[config.mk]
export PLATFORM = sky130hd
export DESIGN_NAME = mmio_router_flat
export DESIGN_NICKNAME = d
export VERILOG_FILES = /design/src/rtl/mmio_pkg.sv /design/src/rtl/mmio_router_if.sv /design/src/rtl/mmio_addr_decoder.sv /design/src/rtl/mmio_router.sv /design/src/flat_wrapper.sv
export SDC_FILE = /design/constraint.sdc
export NUM_CORES = 1
export LEC_CHECK = 0
export CAP_MARGIN = 15
export CORE_AREA = 8 8 168 170
export CTS_BUF_LIST = sky130_fd_sc_hd__clkbuf_4 sky130_fd_sc_hd__clkbuf_8
export DETAILED_ROUTE_END_ITERATION = 10
export DIE_AREA = 0 0 176 178
export PLACE_DENSITY = 0.67
export SLEW_MARGIN = 20
export SYNTH_ARGS = -nofsm -noshare
export SYNTH_HDL_FRONTEND = slang
export SYNTH_SLANG_ARGS = --single-unit
export TNS_END_PERCENT = 20
[constraint.sdc]
create_clock -name clk -period 8.4 [get_ports clk]
set_clock_uncertainty 0.2 [all_clocks]
set_input_delay 1.68 -clock clk [delete_from_list [all_inputs] [get_ports clk]]
set_output_delay 1.68 -clock clk [all_outputs]
set_load 0.02 [all_outputs]
[src/rtl/mmio_pkg.sv]
// Shared MMIO router types: core/device bus records, router FSM states and
// the read data handed back when a device never answers.
package mmio_pkg;
    typedef logic [31:0] Addr;
    typedef logic [31:0] UIntX;

    typedef struct packed {
        logic       valid;
        Addr        addr;
        logic       wen;
        UIntX       wdata;
        logic [3:0] wmask;
    } DReq;

    typedef struct packed {
        logic valid;
        Addr  addr;
        UIntX rdata;
    } DResp;

    typedef enum logic [1:0] {IDLE, WAIT_READY, READ_VALID} statetype;

    localparam UIntX ERR_RDATA_DEF = 32'hDEADBEEF;

    // Width of a device index; a single device still needs one bit.
    function automatic int idx_w(input int n);
        return (n > 1) ? $clog2(n) : 1;
    endfunction
endpackage

[src/rtl/mmio_router_if.sv]
// Bus bundle between the core, the default memory port and the device slaves.
// The router uses the slave view; whoever drives the core and devices uses master.
interface mmio_router_if #(parameter int NDEV = 3) ();
    import mmio_pkg::*;

    DReq                        dreq_in;
    logic                       dreq_ready;
    DResp                       dresp_in;
    logic                       err;
    DReq                        memreq_in;
    logic                       memreq_ready;
    DResp                       memresp_in;
    logic [NDEV-1:0]            dev_req_valid;
    logic [NDEV-1:0]            dev_req_ready;
    Addr                        dev_req_addr;
    logic                       dev_req_wen;
    UIntX                       dev_req_wdata;
    logic [3:0]                 dev_req_wmask;
    logic [NDEV-1:0]            dev_resp_valid;
    logic [NDEV-1:0][31:0]      dev_resp_rdata;

    modport slave (
        input  dreq_in, memreq_ready, memresp_in, dev_req_ready, dev_resp_valid, dev_resp_rdata,
        output dreq_ready, dresp_in, err, memreq_in, dev_req_valid, dev_req_addr,
               dev_req_wen, dev_req_wdata, dev_req_wmask
    );

    modport master (
        output dreq_in, memreq_ready, memresp_in, dev_req_ready, dev_resp_valid, dev_resp_rdata,
        input  dreq_ready, dresp_in, err, memreq_in, dev_req_valid, dev_req_addr,
               dev_req_wen, dev_req_wdata, dev_req_wmask
    );
endinterface

[src/rtl/mmio_addr_decoder.sv]
// Maps an address onto the device windows: one-hot winner (lowest index on
// overlap), its index, and the offset inside its window. No hit means memory.
module mmio_addr_decoder
    import mmio_pkg::*;
#(
    parameter int                    NDEV     = 3,
    parameter logic [NDEV-1:0][31:0] DEV_BASE = '0,
    parameter logic [NDEV-1:0][31:0] DEV_SIZE = '0,
    localparam int                   IW       = idx_w(NDEV)
) (
    input  Addr             addr_i,
    output logic [NDEV-1:0] hit_o,
    output logic [IW-1:0]   idx_o,
    output logic            dev_o,
    output Addr             offset_o
);
    logic [NDEV-1:0] raw;

    for (genvar i = 0; i < NDEV; i++) begin : g_win
        assign raw[i] = (addr_i & ~(DEV_SIZE[i] - 32'd1)) == DEV_BASE[i];
    end

    // Walk downwards so the lowest matching window is the last one written.
    always_comb begin
        hit_o    = '0;
        idx_o    = '0;
        dev_o    = 1'b0;
        offset_o = addr_i;
        for (int i = NDEV - 1; i >= 0; i--) begin
            if (raw[i]) begin
                hit_o    = '0;
                hit_o[i] = 1'b1;
                idx_o    = IW'(i);
                dev_o    = 1'b1;
                offset_o = addr_i - DEV_BASE[i];
            end
        end
    end
endmodule

[src/rtl/mmio_router.sv]
// Routes core MMIO requests to NDEV device windows or the memory port, one
// request in flight, with a timeout that answers for a hung device.
module mmio_router
    import mmio_pkg::*;
#(
    parameter int                    NDEV      = 3,
    parameter logic [NDEV-1:0][31:0] DEV_BASE  = {32'hF000_1000, 32'hF000_0000, 32'hF000_0000},
    parameter logic [NDEV-1:0][31:0] DEV_SIZE  = {32'h0000_0100, 32'h0000_0010, 32'h0000_0008},
    parameter int unsigned           TIMEOUT   = 1023,
    parameter UIntX                  ERR_RDATA = ERR_RDATA_DEF
) (
    input  logic         clk,
    input  logic         reset,
    mmio_router_if.slave bus
);
    localparam int            IW   = idx_w(NDEV);
    localparam int            TW   = $clog2(TIMEOUT + 1);
    localparam logic [TW-1:0] TMAX = TW'(TIMEOUT);

    statetype        state_q, state_d;
    DReq             req_q, req_d;
    logic            tdev_q, tdev_d;
    logic [IW-1:0]   tidx_q, tidx_d;
    logic [TW-1:0]   timer_q, timer_d;

    DReq             act;
    logic [NDEV-1:0] act_hit;
    logic [IW-1:0]   act_idx;
    logic            act_dev;
    Addr             act_off;
    logic            tmo, resp_ok, completion, take, issuing, tgt_ready;
    UIntX            resp_data;

    assign tmo        = timer_q == TMAX;
    assign resp_ok    = tdev_q ? bus.dev_resp_valid[tidx_q] : bus.memresp_in.valid;
    assign resp_data  = tdev_q ? bus.dev_resp_rdata[tidx_q] : bus.memresp_in.rdata;
    assign completion = (state_q == READ_VALID) && (resp_ok || tmo);
    // The core's live request goes straight out whenever the router can take it.
    assign take       = (state_q == IDLE) || completion;
    assign act        = take ? bus.dreq_in : req_q;
    assign issuing    = act.valid && ((state_q != READ_VALID) || completion);
    assign tgt_ready  = act_dev ? bus.dev_req_ready[act_idx] : bus.memreq_ready;

    mmio_addr_decoder #(
        .NDEV(NDEV), .DEV_BASE(DEV_BASE), .DEV_SIZE(DEV_SIZE)
    ) u_dec (
        .addr_i(act.addr), .hit_o(act_hit), .idx_o(act_idx), .dev_o(act_dev), .offset_o(act_off)
    );

    assign bus.dreq_ready    = take;
    assign bus.dev_req_valid = (issuing && act_dev) ? act_hit : '0;
    assign bus.dev_req_addr  = act_off;
    assign bus.dev_req_wen   = act.wen;
    assign bus.dev_req_wdata = act.wdata;
    assign bus.dev_req_wmask = act.wmask;

    always_comb begin
        bus.memreq_in       = act;
        bus.memreq_in.valid = issuing && !act_dev;
    end

    always_comb begin
        state_d = state_q;
        req_d   = req_q;
        tdev_d  = tdev_q;
        tidx_d  = tidx_q;
        timer_d = (state_q != IDLE && !tmo) ? timer_q + TW'(1) : timer_q;
        bus.err               = 1'b0;
        bus.dresp_in          = '0;
        bus.dresp_in.addr     = req_q.addr;
        case (state_q)
            WAIT_READY: begin
                if (tgt_ready) begin
                    state_d = req_q.wen ? IDLE : READ_VALID;
                end else if (tmo) begin
                    state_d                = IDLE;
                    bus.err                = 1'b1;
                    bus.dresp_in.valid     = !req_q.wen;
                    bus.dresp_in.rdata     = ERR_RDATA;
                end
            end
            READ_VALID: begin
                if (resp_ok) begin
                    bus.dresp_in.valid = 1'b1;
                    bus.dresp_in.rdata = resp_data;
                end else if (tmo) begin
                    bus.dresp_in.valid = 1'b1;
                    bus.dresp_in.rdata = ERR_RDATA;
                    bus.err            = 1'b1;
                end
                if (completion) state_d = IDLE;
            end
            default: ;
        endcase
        // New request accepted in IDLE or on the read-completion cycle.
        if (take && bus.dreq_in.valid) begin
            req_d   = bus.dreq_in;
            tdev_d  = act_dev;
            tidx_d  = act_idx;
            timer_d = '0;
            state_d = tgt_ready ? (bus.dreq_in.wen ? IDLE : READ_VALID) : WAIT_READY;
        end
    end

    always_ff @(posedge clk) begin
        if (reset) begin
            state_q <= IDLE;
            req_q   <= '0;
            tdev_q  <= 1'b0;
            tidx_q  <= '0;
            timer_q <= '0;
        end else begin
            state_q <= state_d;
            req_q   <= req_d;
            tdev_q  <= tdev_d;
            tidx_q  <= tidx_d;
            timer_q <= timer_d;
        end
    end
endmodule

[src/flat_wrapper.sv]
// flat-port wrapper written by rule: the top's interface ports become plain ports
module mmio_router_flat import mmio_pkg::*;
#(
    parameter int                    NDEV      = 3,
    parameter logic [NDEV-1:0][31:0] DEV_BASE  = {32'hF000_1000, 32'hF000_0000, 32'hF000_0000},
    parameter logic [NDEV-1:0][31:0] DEV_SIZE  = {32'h0000_0100, 32'h0000_0010, 32'h0000_0008},
    parameter int unsigned           TIMEOUT   = 1023,
    parameter UIntX                  ERR_RDATA = ERR_RDATA_DEF
)
  (clk, reset, bus_dreq_in, bus_memreq_ready, bus_memresp_in, bus_dev_req_ready, bus_dev_resp_valid, bus_dev_resp_rdata, bus_dreq_ready, bus_dresp_in, bus_err, bus_memreq_in, bus_dev_req_valid, bus_dev_req_addr, bus_dev_req_wen, bus_dev_req_wdata, bus_dev_req_wmask);
  mmio_router_if #(.NDEV(NDEV)) bus_i ();
  input  logic clk;
  input  logic reset;
  input wire logic [$bits(bus_i.dreq_in)-1:0] bus_dreq_in;
  input wire logic [$bits(bus_i.memreq_ready)-1:0] bus_memreq_ready;
  input wire logic [$bits(bus_i.memresp_in)-1:0] bus_memresp_in;
  input wire logic [$bits(bus_i.dev_req_ready)-1:0] bus_dev_req_ready;
  input wire logic [$bits(bus_i.dev_resp_valid)-1:0] bus_dev_resp_valid;
  input wire logic [$bits(bus_i.dev_resp_rdata)-1:0] bus_dev_resp_rdata;
  output wire logic [$bits(bus_i.dreq_ready)-1:0] bus_dreq_ready;
  output wire logic [$bits(bus_i.dresp_in)-1:0] bus_dresp_in;
  output wire logic [$bits(bus_i.err)-1:0] bus_err;
  output wire logic [$bits(bus_i.memreq_in)-1:0] bus_memreq_in;
  output wire logic [$bits(bus_i.dev_req_valid)-1:0] bus_dev_req_valid;
  output wire logic [$bits(bus_i.dev_req_addr)-1:0] bus_dev_req_addr;
  output wire logic [$bits(bus_i.dev_req_wen)-1:0] bus_dev_req_wen;
  output wire logic [$bits(bus_i.dev_req_wdata)-1:0] bus_dev_req_wdata;
  output wire logic [$bits(bus_i.dev_req_wmask)-1:0] bus_dev_req_wmask;
  assign bus_i.dreq_in = bus_dreq_in;
  assign bus_i.memreq_ready = bus_memreq_ready;
  assign bus_i.memresp_in = bus_memresp_in;
  assign bus_i.dev_req_ready = bus_dev_req_ready;
  assign bus_i.dev_resp_valid = bus_dev_resp_valid;
  assign bus_i.dev_resp_rdata = bus_dev_resp_rdata;
  assign bus_dreq_ready = bus_i.dreq_ready;
  assign bus_dresp_in = bus_i.dresp_in;
  assign bus_err = bus_i.err;
  assign bus_memreq_in = bus_i.memreq_in;
  assign bus_dev_req_valid = bus_i.dev_req_valid;
  assign bus_dev_req_addr = bus_i.dev_req_addr;
  assign bus_dev_req_wen = bus_i.dev_req_wen;
  assign bus_dev_req_wdata = bus_i.dev_req_wdata;
  assign bus_dev_req_wmask = bus_i.dev_req_wmask;
  mmio_router #(.NDEV(NDEV), .DEV_BASE(DEV_BASE), .DEV_SIZE(DEV_SIZE), .TIMEOUT(TIMEOUT), .ERR_RDATA(ERR_RDATA)) u_core (.clk(clk), .reset(reset), .bus(bus_i));
endmodule
* Yosys cells after proc, flatten, opt, wreduce, memory -nomap -nowiden *
Index checks and enable logic that the tools add are counted.
W data, S select, Z words.

cells by class
  $add $sub $neg = 3
  magnitude comparators = 2
  equality and inequality tests = 9
  mux-type cells = 43
  reductions and logical operators = 17

operators by type and width
  cell                      count
  $mux W32                  8
  $mux W70                  1
  $bmux W32 S2              1
  $pmux W32 S2              1
  $sub A32 B32 Y32 const B  2
  $eq A29 B29 Y1 const B    1
  $eq A28 B28 Y1 const B    1
  $eq A24 B24 Y1 const B    1
  $mux W2                   10
  $mux W1                   13
  $mux W3                   4
  $add A10 B1 Y10 const B   1
  $eq A10 B10 Y1 const B    1
  $logic_and A1 B1 Y1       6
  $lt A2 B3 Y1 const B      2
  $bmux W1 S2               2
  $ne A4 B1 Y1 const B      1
  $pmux W1 S2               2
  $pmux W2 S2               1
  $logic_not A1 Y1          3
  $logic_or A1 B1 Y1        3
  $ne A3 B2 Y1 const B      1
  $reduce_and A3 Y1         1
  $reduce_bool A3 Y1        1
  other kinds (6)           6

word-level totals
  bits in registers = 85
  bits of input ports = 240
  logic and storage cells = 83

* Longest topological paths before layout *
  depth after elaboration = 17
  depth in mapped cells = 19
  depth with buffers taken out = 14

* Cells and area by module *
From an unflattened synthesis, not the netlist that was laid out.

second synthesis, totals
  cell total of the unflattened synthesis = 876
  area, all modules = 6771.5 sq um

modules (own cells, without submodules)
  module             instances  cells each  area each (sq um)  seq. area each (sq um)
  mmio_router        1          789         6038.3             1701.6
  mmio_addr_decoder  1          87          733.2              0.0

* Worst setup path before layout *
Ideal clock, no wire load.

  path type = in2out
  from = in bus_dev_resp_valid[2]
  to = out bus_dresp_in[11]
  arrival = 4998 ps
  required time = 6520 ps
  path slack = 1522 ps
  stages on the path = 17
  cell sequence = mux2i_1 -> o311ai_1 -> a21oi_2 -> buf_2 -> buf_1 -> mux2_2 -> inv_1 -> ha_1 -> nand2_1 -> a211o_1 -> o21ai_2 -> mux2i_1 -> a211o_1 -> and4_4 -> buf_4 -> buf_6 -> o21a_1

between the ends
  cells in the longest elaborated chain, start to end = 16
  elaborated cells on any way between the ends = 22
  those cells by class = 3 x eq/ne; 16 x mux; 3 x reduce/logical

RTL lines
  element                            RTL line                 source
  from (decl)                        flat_wrapper.sv:18       input wire logic [$bits(bus_i.dev_resp_valid)-1:0] bus_dev_resp_valid;
  $bmux W1 S2 (*)                    mmio_router.sv:35        assign resp_ok = tdev_q ? bus.dev_resp_valid[tidx_q] : bus.memresp_in.valid;
  $mux W1 (implied by the code) (*)  mmio_router.sv:35
  $mux W1 (*)                        mmio_router.sv:35
  $logic_or A1 B1 Y1 (*)             mmio_router.sv:37        assign completion = (state_q == READ_VALID) && (resp_ok || tmo);
  $logic_and A1 B1 Y1 (*)            mmio_router.sv:37
  $logic_or A1 B1 Y1 (*)             mmio_router.sv:39        assign take = (state_q == IDLE) || completion;
  $mux W70 (*)                       mmio_router.sv:40        assign act = take ? bus.dreq_in : req_q;
  named net bus_memreq_in[50]        flat_wrapper.sv:23       output wire logic [$bits(bus_i.memreq_in)-1:0] bus_memreq_in;
  $eq A24 B24 Y1                     mmio_addr_decoder.sv:20  assign raw[i] = (addr_i & ~(DEV_SIZE[i] - 32'd1)) == DEV_BASE[i];
  $mux W2 (3 in a row)               mmio_addr_decoder.sv:30  if (raw[i]) begin
  $bmux W1 S2                        mmio_router.sv:42        assign tgt_ready = act_dev ? bus.dev_req_ready[act_idx] : bus.memreq_ready;
  $mux W1 (implied by the code)      mmio_router.sv:42
  $mux W1 (*)                        mmio_router.sv:42
  $mux W32 (*)                       mmio_router.sv:73        if (tgt_ready) begin
  $pmux W32 S2 (*)                   mmio_router.sv:71        case (state_q)
  to (decl)                          flat_wrapper.sv:21       output wire logic [$bits(bus_i.dresp_in)-1:0] bus_dresp_in;

Mark *: on every way through the listed nets, which the timed path passes. The rest lies on a longest branch. The select of a mux whose other input is x is not followed.

* Worst setup path after layout *
  from = in bus_dev_resp_valid[0]
  to = out bus_dev_req_addr[26]

between the ends
  cells in the longest elaborated chain, start to end = 11
  elaborated cells on any way between the ends = 15
  those cells by class = 2 x add/sub; 3 x eq/ne; 7 x mux; 3 x reduce/logical

RTL lines
  element                                                    RTL line                                          source
  $bmux W1 S2 (*)                                            mmio_router.sv:35
  $mux W1 (implied by the code) (*)                          mmio_router.sv:35
  $mux W1 (*)                                                mmio_router.sv:35
  $logic_or A1 B1 Y1 (*)                                     mmio_router.sv:37
  $logic_and A1 B1 Y1 (*)                                    mmio_router.sv:37
  $logic_or A1 B1 Y1 (*)                                     mmio_router.sv:39
  $mux W70 (*)                                               mmio_router.sv:40
  $sub A32 B32 Y32 / $eq A24 B24 Y1 (equally long branches)  mmio_addr_decoder.sv:35, mmio_addr_decoder.sv:20
  $mux W32 (2 in a row)                                      mmio_addr_decoder.sv:30
  $mux W32 (*)                                               mmio_addr_decoder.sv:30
  to (decl)                                                  flat_wrapper.sv:25                                output wire logic [$bits(bus_i.dev_req_addr)-1:0] bus_dev_req_addr;

Mark *: on every way between the ends. The rest lies on a longest branch, timed or not. The select of a mux whose other input is x is not followed.

==> impl_metrics.toml <==
[cts]
hold_buffers = 0
path_clk_slew_ns = 0.09
clockBufferDepth = 2
cts_inserted_buffers = 9
cts_setup_buffers = 0
cts_htree_levels = 3
cts_tree = "done"
clkLatencyLatePin_ns = 0.37
clock-root-buffer = "clkbuf_8"
clock_sinks = 85
cts_resized = 0

[min_path]
worstHoldEndpoint = "u_core.req_q[17]"
holdPathStages = 2
min-delay-start = "u_core.req_q[17]"
hold_class = "reg -> reg"

[critical_path]
r2r-end = "u_core.req_q[2]"
critical_path_buf_inv_count = 2
cp_max_fo = 15
crit_chain = "clkdlybuf4s50_1 > mux2i_1 > o311ai_4 > a21oi_4 > mux2_2 > ha_1 > nand2_1 > nor4_1 > mux2_2 > and2_1 > nor3b_2 > nand3b_1 > nand2b_1 > clkdlybuf4s50_1"
cp.arrival_ns = 5.89
criticalPathCategory = "in -> out"
crit_required_ns = 6.52
crit_path_start_kind = "input port"
crit_start = "bus_dev_resp_valid[0]"
worst_path_max_delay_cell = "clkdlybuf4s50_1"
ff2ff_path_depth = 11
regToRegSetupSlack_ns = 3.79
worstReg2RegStart = "u_core.tidx_q[1]"
critPathMaxStageDelay_ns = 0.63
endpoint_kind = "output port"
critPathTopFamily = "simple AND/OR/NAND/NOR gates"

[grt]
grt_max_degree = 79
grt_first_pass_wirelength_mm = 44.1
antenna_found_initial = 1
grt_overflow = 0
first_global_vias = 7660
grtUsageTotal_pct = 17.6

[die]
fp.dieW_um = 176
die-height_um = 178
die-area_sq_um = 31300
start_util_pct = 25.8
rows = 59
ios = 449
coreArea_sq_um = 25600

[timing]
fmax_ghz = 0.129
fin_tns_setup_ns = 0
min_period_ns = 7.77
hold_viol_final = 0
worst_pin_slew_ns = 0.910
rsz0062_at_grt = "no"
post-route-period-util_pct = 92.4
setup_viol = 0
drv_slew = 0
slew_headroom_pct = 39.3

[synth]
syn_avg_cell_area_sq_um = 6.78
synth.largest_area_cell = "dfxtp_1"
async_reset_ff_share_pct = 0
synth_nets = 1223
ys.flop_type = "dfxtp_1"
synth_most_common_cell = "nand2_1"
yosysSeqAreaShare_pct = 25.8
ys_ff_latch = 85
synthTopCellsByArea = "dfxtp_1 26%, nand2_1 17%, buf_4 9.4%"
synth_edf_count = 0
synth_top_area_share_pct = 25.8
synthCells = 975
syn_area_sq_um = 6610
synth_warnings = 0
synth.top_cells.by_count = "304 x nand2_1, 113 x a21oi_1, 85 x dfxtp_1, 83 x buf_4, 55 x clkbuf_1"
synth_cell_types = 53

[cells_and_area]
drive_gt1_share_pct = 5.67
area_growth_pct = 60.8
n_antenna_cell = 0
fin_cells = 1604
final_nets = 1512

[route]
wl_mm = 29.2
firstDrtPassIters = 4
ant_nets = 0
initialDrtViolationCount = 352
drc = 0
avgRoutedWirePerCell_um = 18.2
vias = 7619
via_per_inst = 4.75

[placement]
port_buffers = 416
dpl.hpwl_mm = 22.9
gp_congestion = 0.845
place_inst = 1588

[status]
status = "complete, no violations"

[power_and_ir_drop]
ir_worst_vdd_mv = 0.0676
cellLeakagePower_nw = 3.90
power_density_nw_per_um2 = 136

[run]
max_cap_violations = 0
flip-flops by register name, summed over array words and instances (netlist names):
signal	cells
u_core.tdev_q	1
u_core.tidx_q	2
u_core.state_q	2
u_core.bus.dresp_in	32
u_core.timer_q	10
u_core.req_q	38
layout by cell type, fill, tap and decap left out, types with 13 or more instances in the layout:
master,netlist,final
nand2b_1,18,18
buf_4,83,13
mux2i_1,35,35
o211ai_1,26,26
nand2_1,304,303
o21ai_0,31,31
mux2_2,29,29
nor2_1,41,41
dfxtp_1,85,83
clkdlybuf4s50_1,0,415
a21oi_1,113,113
o21a_1,24,24
per-stage QoR:
stage | power, mW | worst slack, ns | util (%) | cell area, sq um | hold slack [ns]
6_report | 1.45 | 0.635 | 41.5 | 10600 | 0.259
5_1_grt | 1.53 | 0.219 | 41.5 | 10600 | 0.275
4_1_cts | 1.47 | 0.638 | 41.5 | 10600 | 0.262
3_5_place_dp | 1.16 | 0.661 | 40.7 | 10400 | 0.247
3_3_place_gp | 1.15 | 0.743 | 40.7 | 10400 | 0.242
2_1_floorplan | 0.842 | 1.52 | - | 6610 | 0.237
cell type report:
class,count,area [sq um]
Tap cell,335,419
Multi-Input combinational cell,727,4010
Sequential cell,85,1700
Inverter,12,45.0
Timing Repair Buffer,429,4260
Clock buffer,9,124
Fill cell,2693,15000
Clock inverter,7,72.6
layer usage:
metal	GRT usage, %	vias to the layer above	share of wire, %	wire (um)
li1	-	3779	-	-
met1	20.7	3516	42	12200
met2	31.1	304	49	14400
met3	4.81	20	7.4	2160
met4	4.70	0	1.3	387
met5	0	-	0	0
cell families after synthesis:
family | after synthesis | synth area share, %
muxes | 64 | 10.2
AOI/OAI and AO/OA | 223 | 20.0
buffers and inverters | 163 | 14.3
DFF | 85 | 25.8
xor gates and xnor gates | 9 | 1.19
and+or+nand+nor | 423 | 27.0
adders and majority gates | 8 | 1.51
where the power goes:
group          leakage [nW]  switching (mW)  internal (mW)
sequential            0.698          0.0200          0.430
clock                0.0960           0.168          0.139
combinational          3.11           0.365          0.328
total                  3.90           0.553          0.896
worst register-to-register path: stages, from the launching register on:
cell      delay (ns)
dfxtp_2         0.35
buf_4           0.49
nand4b_1        0.25
o311ai_4        0.15
a21oi_4         0.44
buf_4           0.41
clkinv_1        0.38
buf_4           0.37
nand2_2         0.61
buf_4           0.57
nand2_1         0.12
a21oi_1         0.17
how the worst max path moves through the flow:
stage | end | cells after the start | slack (ns)
5_1_grt | bus_dev_req_addr[20] | 14 | 0.22
3_3_place_gp | bus_dresp_in[15] | 14 | 0.74
3_5_place_dp | bus_dev_req_addr[26] | 14 | 0.66
2_1_floorplan | bus_dresp_in[11] | 17 | 1.52
6_report | bus_dev_req_addr[26] | 14 | 0.63
4_1_cts | bus_dev_req_addr[20] | 14 | 0.64
Power figures use the tool's default switching activity.
